===== src/rtl/debug_host_sequencer.sv =====
`default_nettype none
// +--------------------------------------------------------------------------+
// | debug_host_sequencer: loads a program into the harness code ROM and     |
// | issues RUN/HALT/STEP debug commands. Option: DEBUG_HOST_TIMEOUT_EN.     |
// | Revision: 1.0                                                           |
// +--------------------------------------------------------------------------+
module debug_host_sequencer #(
  parameter int ROM_BYTES      = 32,
  parameter int TIMEOUT_CYCLES = 255
) (
  input  logic        clk,
  input  logic        reset,
  input  logic        load_start,
  input  logic [11:0] load_len,
  input  logic        byte_valid,
  input  logic [7:0]  byte_data,
  output logic        byte_ready,
  input  logic        cmd_valid,
  input  logic [3:0]  cmd_code,
  output logic        cmd_ready,
  output logic        rsp_valid,
  output logic        rsp_error,
  output logic        busy,
  output logic [3:0]  debug_cmd,
  input  logic        command_complete,
  output logic [7:0]  rom_wr_data,
  output logic [11:0] rom_wr_addr,
  output logic        program_rom_mode,
  output logic        reset_code_rom_n
);

  if (ROM_BYTES < 1 || ROM_BYTES > 4096) begin : g_bad_rom_bytes
    $error("debug_host_sequencer: ROM_BYTES out of range 1..4096");
  end

  if (TIMEOUT_CYCLES < 1 || TIMEOUT_CYCLES > 65535) begin : g_bad_timeout
    $error("debug_host_sequencer: TIMEOUT_CYCLES out of range 1..65535");
  end

  typedef enum logic [2:0] {
    IDLE      = 3'd0,
    CLEAR     = 3'd1,
    LOAD      = 3'd2,
    FLUSH     = 3'd3,
    CMD_ISSUE = 3'd4,
    CMD_WAIT  = 3'd5,
    RESP      = 3'd6
  } state_t;

  state_t      state_q, state_d;
  logic [11:0] len_q, len_d;
  logic [11:0] cnt_q, cnt_d;
  logic [11:0] addr_q, addr_d;
  logic [7:0]  data_q, data_d;
  logic [3:0]  cmd_q, cmd_d;
  logic        err_q, err_d;
`ifdef DEBUG_HOST_TIMEOUT_EN
  logic [15:0] tmo_q, tmo_d;
`endif

  logic len_bad;
  logic cmd_bad;
  logic last_byte;

  assign len_bad   = (load_len == 12'd0) || (int'(load_len) > ROM_BYTES);
  assign cmd_bad   = (cmd_code == 4'd0) || (cmd_code > 4'd3);
  assign last_byte = (cnt_q == len_q - 12'd1);

  assign rom_wr_data = data_q;
  assign rom_wr_addr = addr_q;

  always_ff @(posedge clk) begin
    if (reset) begin
      state_q <= IDLE;
      len_q   <= '0;
      cnt_q   <= '0;
      addr_q  <= '0;
      data_q  <= '0;
      cmd_q   <= '0;
      err_q   <= 1'b0;
`ifdef DEBUG_HOST_TIMEOUT_EN
      tmo_q   <= '0;
`endif
    end else begin
      state_q <= state_d;
      len_q   <= len_d;
      cnt_q   <= cnt_d;
      addr_q  <= addr_d;
      data_q  <= data_d;
      cmd_q   <= cmd_d;
      err_q   <= err_d;
`ifdef DEBUG_HOST_TIMEOUT_EN
      tmo_q   <= tmo_d;
`endif
    end
  end

  always_comb begin
    state_d          = state_q;
    len_d            = len_q;
    cnt_d            = cnt_q;
    addr_d           = addr_q;
    data_d           = data_q;
    cmd_d            = cmd_q;
    err_d            = err_q;
`ifdef DEBUG_HOST_TIMEOUT_EN
    tmo_d            = tmo_q;
`endif
    byte_ready       = 1'b0;
    cmd_ready        = 1'b0;
    rsp_valid        = 1'b0;
    rsp_error        = 1'b0;
    busy             = 1'b1;
    debug_cmd        = 4'd0;
    program_rom_mode = 1'b0;
    reset_code_rom_n = 1'b1;

    unique case (state_q)
      IDLE: begin
        busy = 1'b0;
        // A pending load always takes priority over a simultaneous command.
        cmd_ready = !load_start && !reset;
        err_d     = 1'b0;
        if (load_start) begin
          if (len_bad) begin
            err_d   = 1'b1;
            state_d = RESP;
          end else begin
            len_d   = load_len;
            cnt_d   = 12'd0;
            state_d = CLEAR;
          end
        end else if (cmd_valid && cmd_ready) begin
          cmd_d = cmd_code;
          if (cmd_bad) begin
            err_d   = 1'b1;
            state_d = RESP;
          end else begin
            state_d = CMD_ISSUE;
          end
        end
      end

      CLEAR: begin
        reset_code_rom_n = 1'b0;
        state_d          = LOAD;
      end

      LOAD: begin
        program_rom_mode = 1'b1;
        byte_ready       = 1'b1;
        if (byte_valid) begin
          data_d = byte_data;
          addr_d = cnt_q;
          cnt_d  = cnt_q + 12'd1;
          if (last_byte) begin
            state_d = FLUSH;
          end
        end
      end

      FLUSH: begin
        // Mode stays high one more cycle so the harness commits the last byte.
        program_rom_mode = 1'b1;
        rsp_valid        = 1'b1;
        state_d          = IDLE;
      end

      CMD_ISSUE: begin
        debug_cmd = cmd_q;
`ifdef DEBUG_HOST_TIMEOUT_EN
        tmo_d     = 16'd0;
`endif
        state_d   = CMD_WAIT;
      end

      CMD_WAIT: begin
        if (command_complete) begin
          err_d   = 1'b0;
          state_d = RESP;
        end
`ifdef DEBUG_HOST_TIMEOUT_EN
        else if (tmo_q == 16'(TIMEOUT_CYCLES - 1)) begin
          err_d   = 1'b1;
          state_d = RESP;
        end else begin
          tmo_d = tmo_q + 16'd1;
        end
`endif
      end

      RESP: begin
        rsp_valid = 1'b1;
        rsp_error = err_q;
        state_d   = IDLE;
      end

      default: begin
        state_d = IDLE;
      end
    endcase
  end

endmodule
`default_nettype wire


===== config.mk =====
export PLATFORM = sky130hd
export DESIGN_NAME = debug_host_sequencer
export DESIGN_NICKNAME = d
export VERILOG_FILES = /design/src/rtl/debug_host_sequencer.sv
export SDC_FILE = /design/constraint.sdc
export NUM_CORES = 1
export LEC_CHECK = 0
export CAP_MARGIN = 15
export CORE_UTILIZATION = 52
export CTS_CLUSTER_DIAMETER = 120
export DETAILED_ROUTE_END_ITERATION = 10
export PLACE_DENSITY_LB_ADDON = 0.25
export SYNTH_ARGS = -nofsm -noshare
export SYNTH_HDL_FRONTEND = slang
export SYNTH_SLANG_ARGS = --single-unit

===== constraint.sdc =====
create_clock -name clk -period 6.2 [get_ports clk]
set_input_delay 0.62 -clock clk [delete_from_list [all_inputs] [get_ports clk]]
set_output_delay 0.62 -clock clk [all_outputs]
set_load 0.01 [all_outputs]

Word level (Yosys, flattened, before mapping)
Index checks and enable logic that the tools add are counted.

Bits in read-only memories: 0. Bits in writable memories: 0. Bits in latches: 0. Flip-flop bits (word level): 52. Memories kept: 0. Output and inout bits: 31. Logic and storage cells: 71. Input port bits: 30.

Shifts and indexed selects: 0. Divide/modulo/power cells: 0. Magnitude comparators: 2. Muxes and demuxes: 26. Reductions and logical operators: 19. $add $sub $neg: 2. Multiply operators: 0. Equality and inequality tests: 13. Bitwise operators: 2.

Operators by type and width (count): 12-bit two-way mux (3); 12-bit one-hot mux with 2 select lines (1); 3-bit two-way mux (6); 3-bit one-hot mux with 5 select lines (1); 12-bit by 1-bit adder with 12-bit output, second input constant (1); 12-bit == test (1); 12-bit by 6-bit > comparator with 1-bit output, second input constant (1); 12-bit logical NOT (1); 1-bit two-way mux (12); 12-bit by 1-bit subtractor with 12-bit output, second input constant (1); 2-bit != test, second input constant (5); 3-bit == test, second input constant (3); 4-bit AND reduction (2); 3-bit by 2-bit == test with 1-bit output, second input constant (2); 3-bit AND reduction (2); 4-bit by 2-bit > comparator with 1-bit output, second input constant (1); 4-bit logical NOT (1); 4-bit two-way mux (1); 2-bit AND reduction (2); 2-bit nonzero test (2); 2-bit OR reduction (2); 3-bit by 1-bit == test with 1-bit output, second input constant (1); 3-bit logical NOT (1); 3-bit != test, second input constant (1); 6 further kinds (10).

Depth between registers and ports, before layout
Word-level depth: 6. Gate-level depth with buffers: 8. Mapped depth without buffers: 8.

Worst setup path after synthesis
Ideal clock, no wire load.

Kind: input to register. From: input load_len[3]. To: register cnt_q[7]. Slack: 3.890 ns. Data required time: 6.072 ns. Buffers on the path: 1. Arrival: 2.182 ns. Cell stages on the path: 7. Library setup time: 0.128 ns. Cells stage by stage: or4_1 or3_1 and4_1 clkbuf_1 o21ai_1 xor2_1 nor2_1.

Longest elaborated chain between the ends: 4. Elaborated cells between the ends (all ways): 5. Those cells by class: order compare: 1; eq/ne: 1; reduce/logical: 3.

RTL lines: start: declaration (line 14) `input logic [11:0] load_len,`; 12-bit by 6-bit > comparator with 1-bit output / 12-bit logical NOT (equally long branches) (line 65) `assign len_bad = (load_len == 12'd0) || (int'(load_len) > ROM_BYTES);`; 1-bit logical OR (*) (line 65); 2-bit != test (no source line) (*); 4-bit AND reduction (no source line) (*); end signal: assignment (line 87) `cnt_q <= cnt_d;`; end: declaration (line 52) `logic [11:0] cnt_q, cnt_d;`.

Every way passes the cells marked *; elsewhere a longest branch is shown, timed or not. A chain may end at the register's enable or synchronous reset.

Final worst setup path
From: register state_q[0]. To: output cmd_ready.

Longest elaborated chain between the ends: 2.

RTL lines: start: declaration (line 50) `state_t state_q, state_d;`; start signal: assignment (line 85) `state_q <= state_d;`; 3-bit logical NOT (line 118) `unique case (state_q)`; 1-bit two-way mux (line 118); end: declaration (line 20) `output logic cmd_ready,`.

No other way between the ends.

==> metrics.md <==
| Metric | Value |
|---|---|
| Design Power | `0.818 mW` |
| Critical Path Source Type | `flip-flop` |
| Clock root buffer | `clkbuf_8` |
| DRT Wirelength | `5730 um` |
| Hold Crit Start | `rom_wr_data[3]$_SDFFE_PP0P_` |
| Final Non-Filler Cells | `434` |
| Overall routing resource usage | `23.5%` |
| Hold Path Cell Cnt | `2` |
| FF-to-FF End | `cnt_q[10]$_SDFFE_PP0P_` |
| Cell count along the critical path | `4` |
| P&R area growth vs syn | `27.8%` |
| Core region area | `0.00472 mm^2` |
| Measured slew at the worst slew-check pin | `947 ps` |
| Vias | `2351` |
| Worst-path clk slew | `90 ps` |
| Critical Path RT | `5580 ps` |
| I/O pin count | `61` |
| Global-route wire length before repair | `9660 um` |
| Ys flop type | `dfxtp_1` |
| Power density cells | `252 mW/mm^2` |
| Hold Vio Cnt, Final | `0` |
| Htree depth | `2` |
| Dpl hpwl | `4040 um` |
| Synth area leaders | `dfxtp_1, nand2_1, a21oi_1, xnor2_1, nor2_1` |
| NumNets Final | `398` |
| Placer Congestion | `0.880` |
| R2R depth | `6` |
| Clock latency on the worst-skew pair | `310 ps` |
| Leakage | `1.14 nW` |
| Area of the mapped netlist | `0.00254 mm^2` |
| Count of cell types in the netlist | `43` |
| Die H | `71.9 um` |
| Fillers | `390` |
| Hold buffers post-CTS | `0` |
| Critical Path, Cell by Cell | `nor3_1, inv_2, nor3_1, clkdlybuf4s50_1` |
| Status | `finished clean` |
| Async set-reset flop share out of synthesis | `0%` |
| Min Tclk post-route | `3070 ps` |
| Clock buffer depth | `2` |
| Crit path arrival time | `2450 ps` |
| Final worst clock skew | `5.79 ps` |
| Sequential area share after synthesis | `40.9%` |
| Post-synth top area share | `40.9%` |
| Instance area at placement | `0.00313 mm^2` |
| Final ANT Viol Nets | `0` |
| Initial Utilization | `53.8%` |
| Synth area leader | `dfxtp_1` |
| Placed Cells | `426` |
| Clk sinks | `52` |
| Rel. slew slack | `36.9%` |
| WL per Instance | `13.2 um` |
| CP Capture Type | `primary output` |
| Resize count post-CTS | `0` |
| CP Max Fanout | `11` |
| Rows | `25` |
| Cts bufs inserted | `5` |
| Post-CTS setup buffers | `0` |
| CP max-delay cell | `clkdlybuf4s50_1` |
| Initial DRC count | `106` |
| Die width | `71.9 um` |
| Final period utilization | `49.6%` |
| Crit-path leading delay family | `simple AND/OR/NAND/NOR gates` |
| CTS tree | `built` |
| Cell count after synthesis | `322` |
| Most frequent CP cell | `nor3_1` |
| Largest net degree at the start of global routing | `35` |
| Drt drc | `0` |
| Post-synth EDFFs | `0` |
| Final setup viols | `0` |
| Setup CP Type | `flip-flop to primary output` |
| Avg Synthesized Cell Area | `7.90 um^2` |
| Worst Hold Class | `flip-flop to flip-flop` |
| Worst VDD drop | `0.150 mV` |
| Synth Register Bits | `52` |
| Die ar. | `0.00517 mm^2` |
| Total congestion overflow | `0` |
| Worst R2R Start | `state_q[0]$_SDFFE_PP0P_` |
| Vias in the first global route | `2141` |
| Final instance area | `0.00325 mm^2` |
| Syn_nets | `354` |
| Largest stage delay on the critical path | `640 ps` |
| Port Buffer Count | `60` |
| Unrepaired setup endpoints after global routing | `false` |
| Vias per cell | `5.42` |
| Yosys warning count | `0` |
| Final Max Slew Viols | `0` |
| Layout cells sized above 1 | `4.09%` |
| DR pass1 iterations | `5` |
| Final setup TNS | `0 ps` |
| ANT cells | `0` |
| Fmax | `325 MHz` |
| Initial antenna violation count | `0` |
| Fin Hold WS | `457 ps` |
| Max-cap violation count | `0` |
| Bufs and invs on worst path | `2` |
| Hold Path End | `rom_wr_data[3]$_SDFFE_PP0P_` |
| Setup slack, reg-to-reg | `3710 ps` |
[cell usage in the layout (no fill, tap or decap), drive strengths merged, types with 2 or more instances in the layout]
cell	Yosys	routed
nor3	10	10
dfxtp	52	52
clkdlybuf4s50	0	60
or4	4	4
nor2	23	23
and2	5	5
o211ai	2	2
clkbuf	21	6
a21oi	34	34
nor4	5	5
or3	4	4
nor3b	3	3
xnor2	15	15
a31o	4	4
nand2b	2	2
nand4	7	7
nor2b	3	3
o21a	2	2
nand3	6	6
o21ai	7	7
nand4b	3	3
xor2	9	9
nand2	61	61
and4	2	2
a211oi	2	2
and3	13	13
ha	2	2
inv	9	9
[flip-flops by register name, summed over array words and instances, names as in the netlist]
signal	flops
err_q	1
cnt_q	12
state_q	3
cmd_q	4
rom_wr_addr	12
rom_wr_data	8
len_q	12
[how the worst max path moves through the flow]
stage | startpoint | to | slack (ps)
after floorplan | load_len[3] | cnt_q[7]$_SDFFE_PP0P_ | 3890
after global placement | load_len[3] | cnt_q[10]$_SDFFE_PP0P_ | 3170
after detailed placement | load_start | cnt_q[3]$_SDFFE_PP0P_ | 3060
after CTS | state_q[0]$_SDFFE_PP0P_ | cmd_ready | 3160
after global routing | state_q[0]$_SDFFE_PP0P_ | cmd_ready | 2840
final | state_q[0]$_SDFFE_PP0P_ | cmd_ready | 3130
[stage by stage]
step	utilization [%]	setup WS, ps
2_1_floorplan	-	3890
3_3_place_gp	66.2	3170
3_5_place_dp	66.2	3060
4_1_cts	68.8	3160
5_1_grt	68.8	2840
6_report	68.8	3130
[report_power, final]
| part | internal, mW | switching (mW) | leakage [nW] |
|---|---|---|---|
| logic | 0.0923 | 0.0985 | 0.662 |
| registers | 0.353 | 0.0294 | 0.420 |
| clock network | 0.132 | 0.112 | 0.0614 |
| total | 0.577 | 0.240 | 1.14 |
[Yosys cell counts (2+ instances only)]
library cell,count
nor3b_1,3
a31o_1,3
and3_1,13
nand4_1,7
or4_1,3
nor2b_1,3
a21oi_1,34
clkbuf_1,21
and4_1,2
o21a_1,2
nor2_1,23
xor2_1,9
nand2b_1,2
or3_1,4
and2_1,5
buf_6,2
nand4b_1,3
inv_1,8
dfxtp_1,52
nand2_1,61
nor3_1,10
o21ai_0,4
nor4_1,3
o21ai_1,3
nand3_1,6
xnor2_1,15
ha_1,2
o211ai_1,2
nor4_2,2
a211oi_1,2
[worst register-to-register path, stage by stage, from the launching register on]
cell and delay, ps:
dfxtp_1 430, nor2_1 230, and3_1 820, a41oi_2 210, nand4b_1 290, or3_1 320, a21oi_1 140
[kinds of logic (layout without fill, tap and decap cells)]
logic type | count (synthesis) | in the layout | share of synthesized area [%]
AND/OR/NAND/NOR | 153 | 153 | 30.3
AO/OA/AOI/OAI | 58 | 58 | 14.0
flip-flops | 52 | 52 | 40.9
buffers and inverters | 33 | 78 | 5.51
XOR/XNOR | 24 | 24 | 8.27
adder cells (fa/ha/maj) | 2 | 2 | 0.984
[layout make-up]
type	count	area, um^2	area share, %
Multi-Input combinational cell	237	1360	41.9
Sequential cell	52	1040	32.0
Timing Repair Buffer	61	608	18.7
Tap cell	67	83.8	2.58
Clock buffer	6	82.6	2.54
Clock inverter	2	38.8	1.19
Inverter	9	33.8	1.04
[layer usage]
metal	GRT usage, %	wire length (um)	vias to the layer above	share of wire (%)
met1	31.4	2680	1074	47
met3	6.25	333	10	5.8
met5	0	0	-	0
met4	7.41	79	0	1.4
li1	-	-	1191	-
met2	37.2	2650	76	46
(Power assumes the default switching activity.)
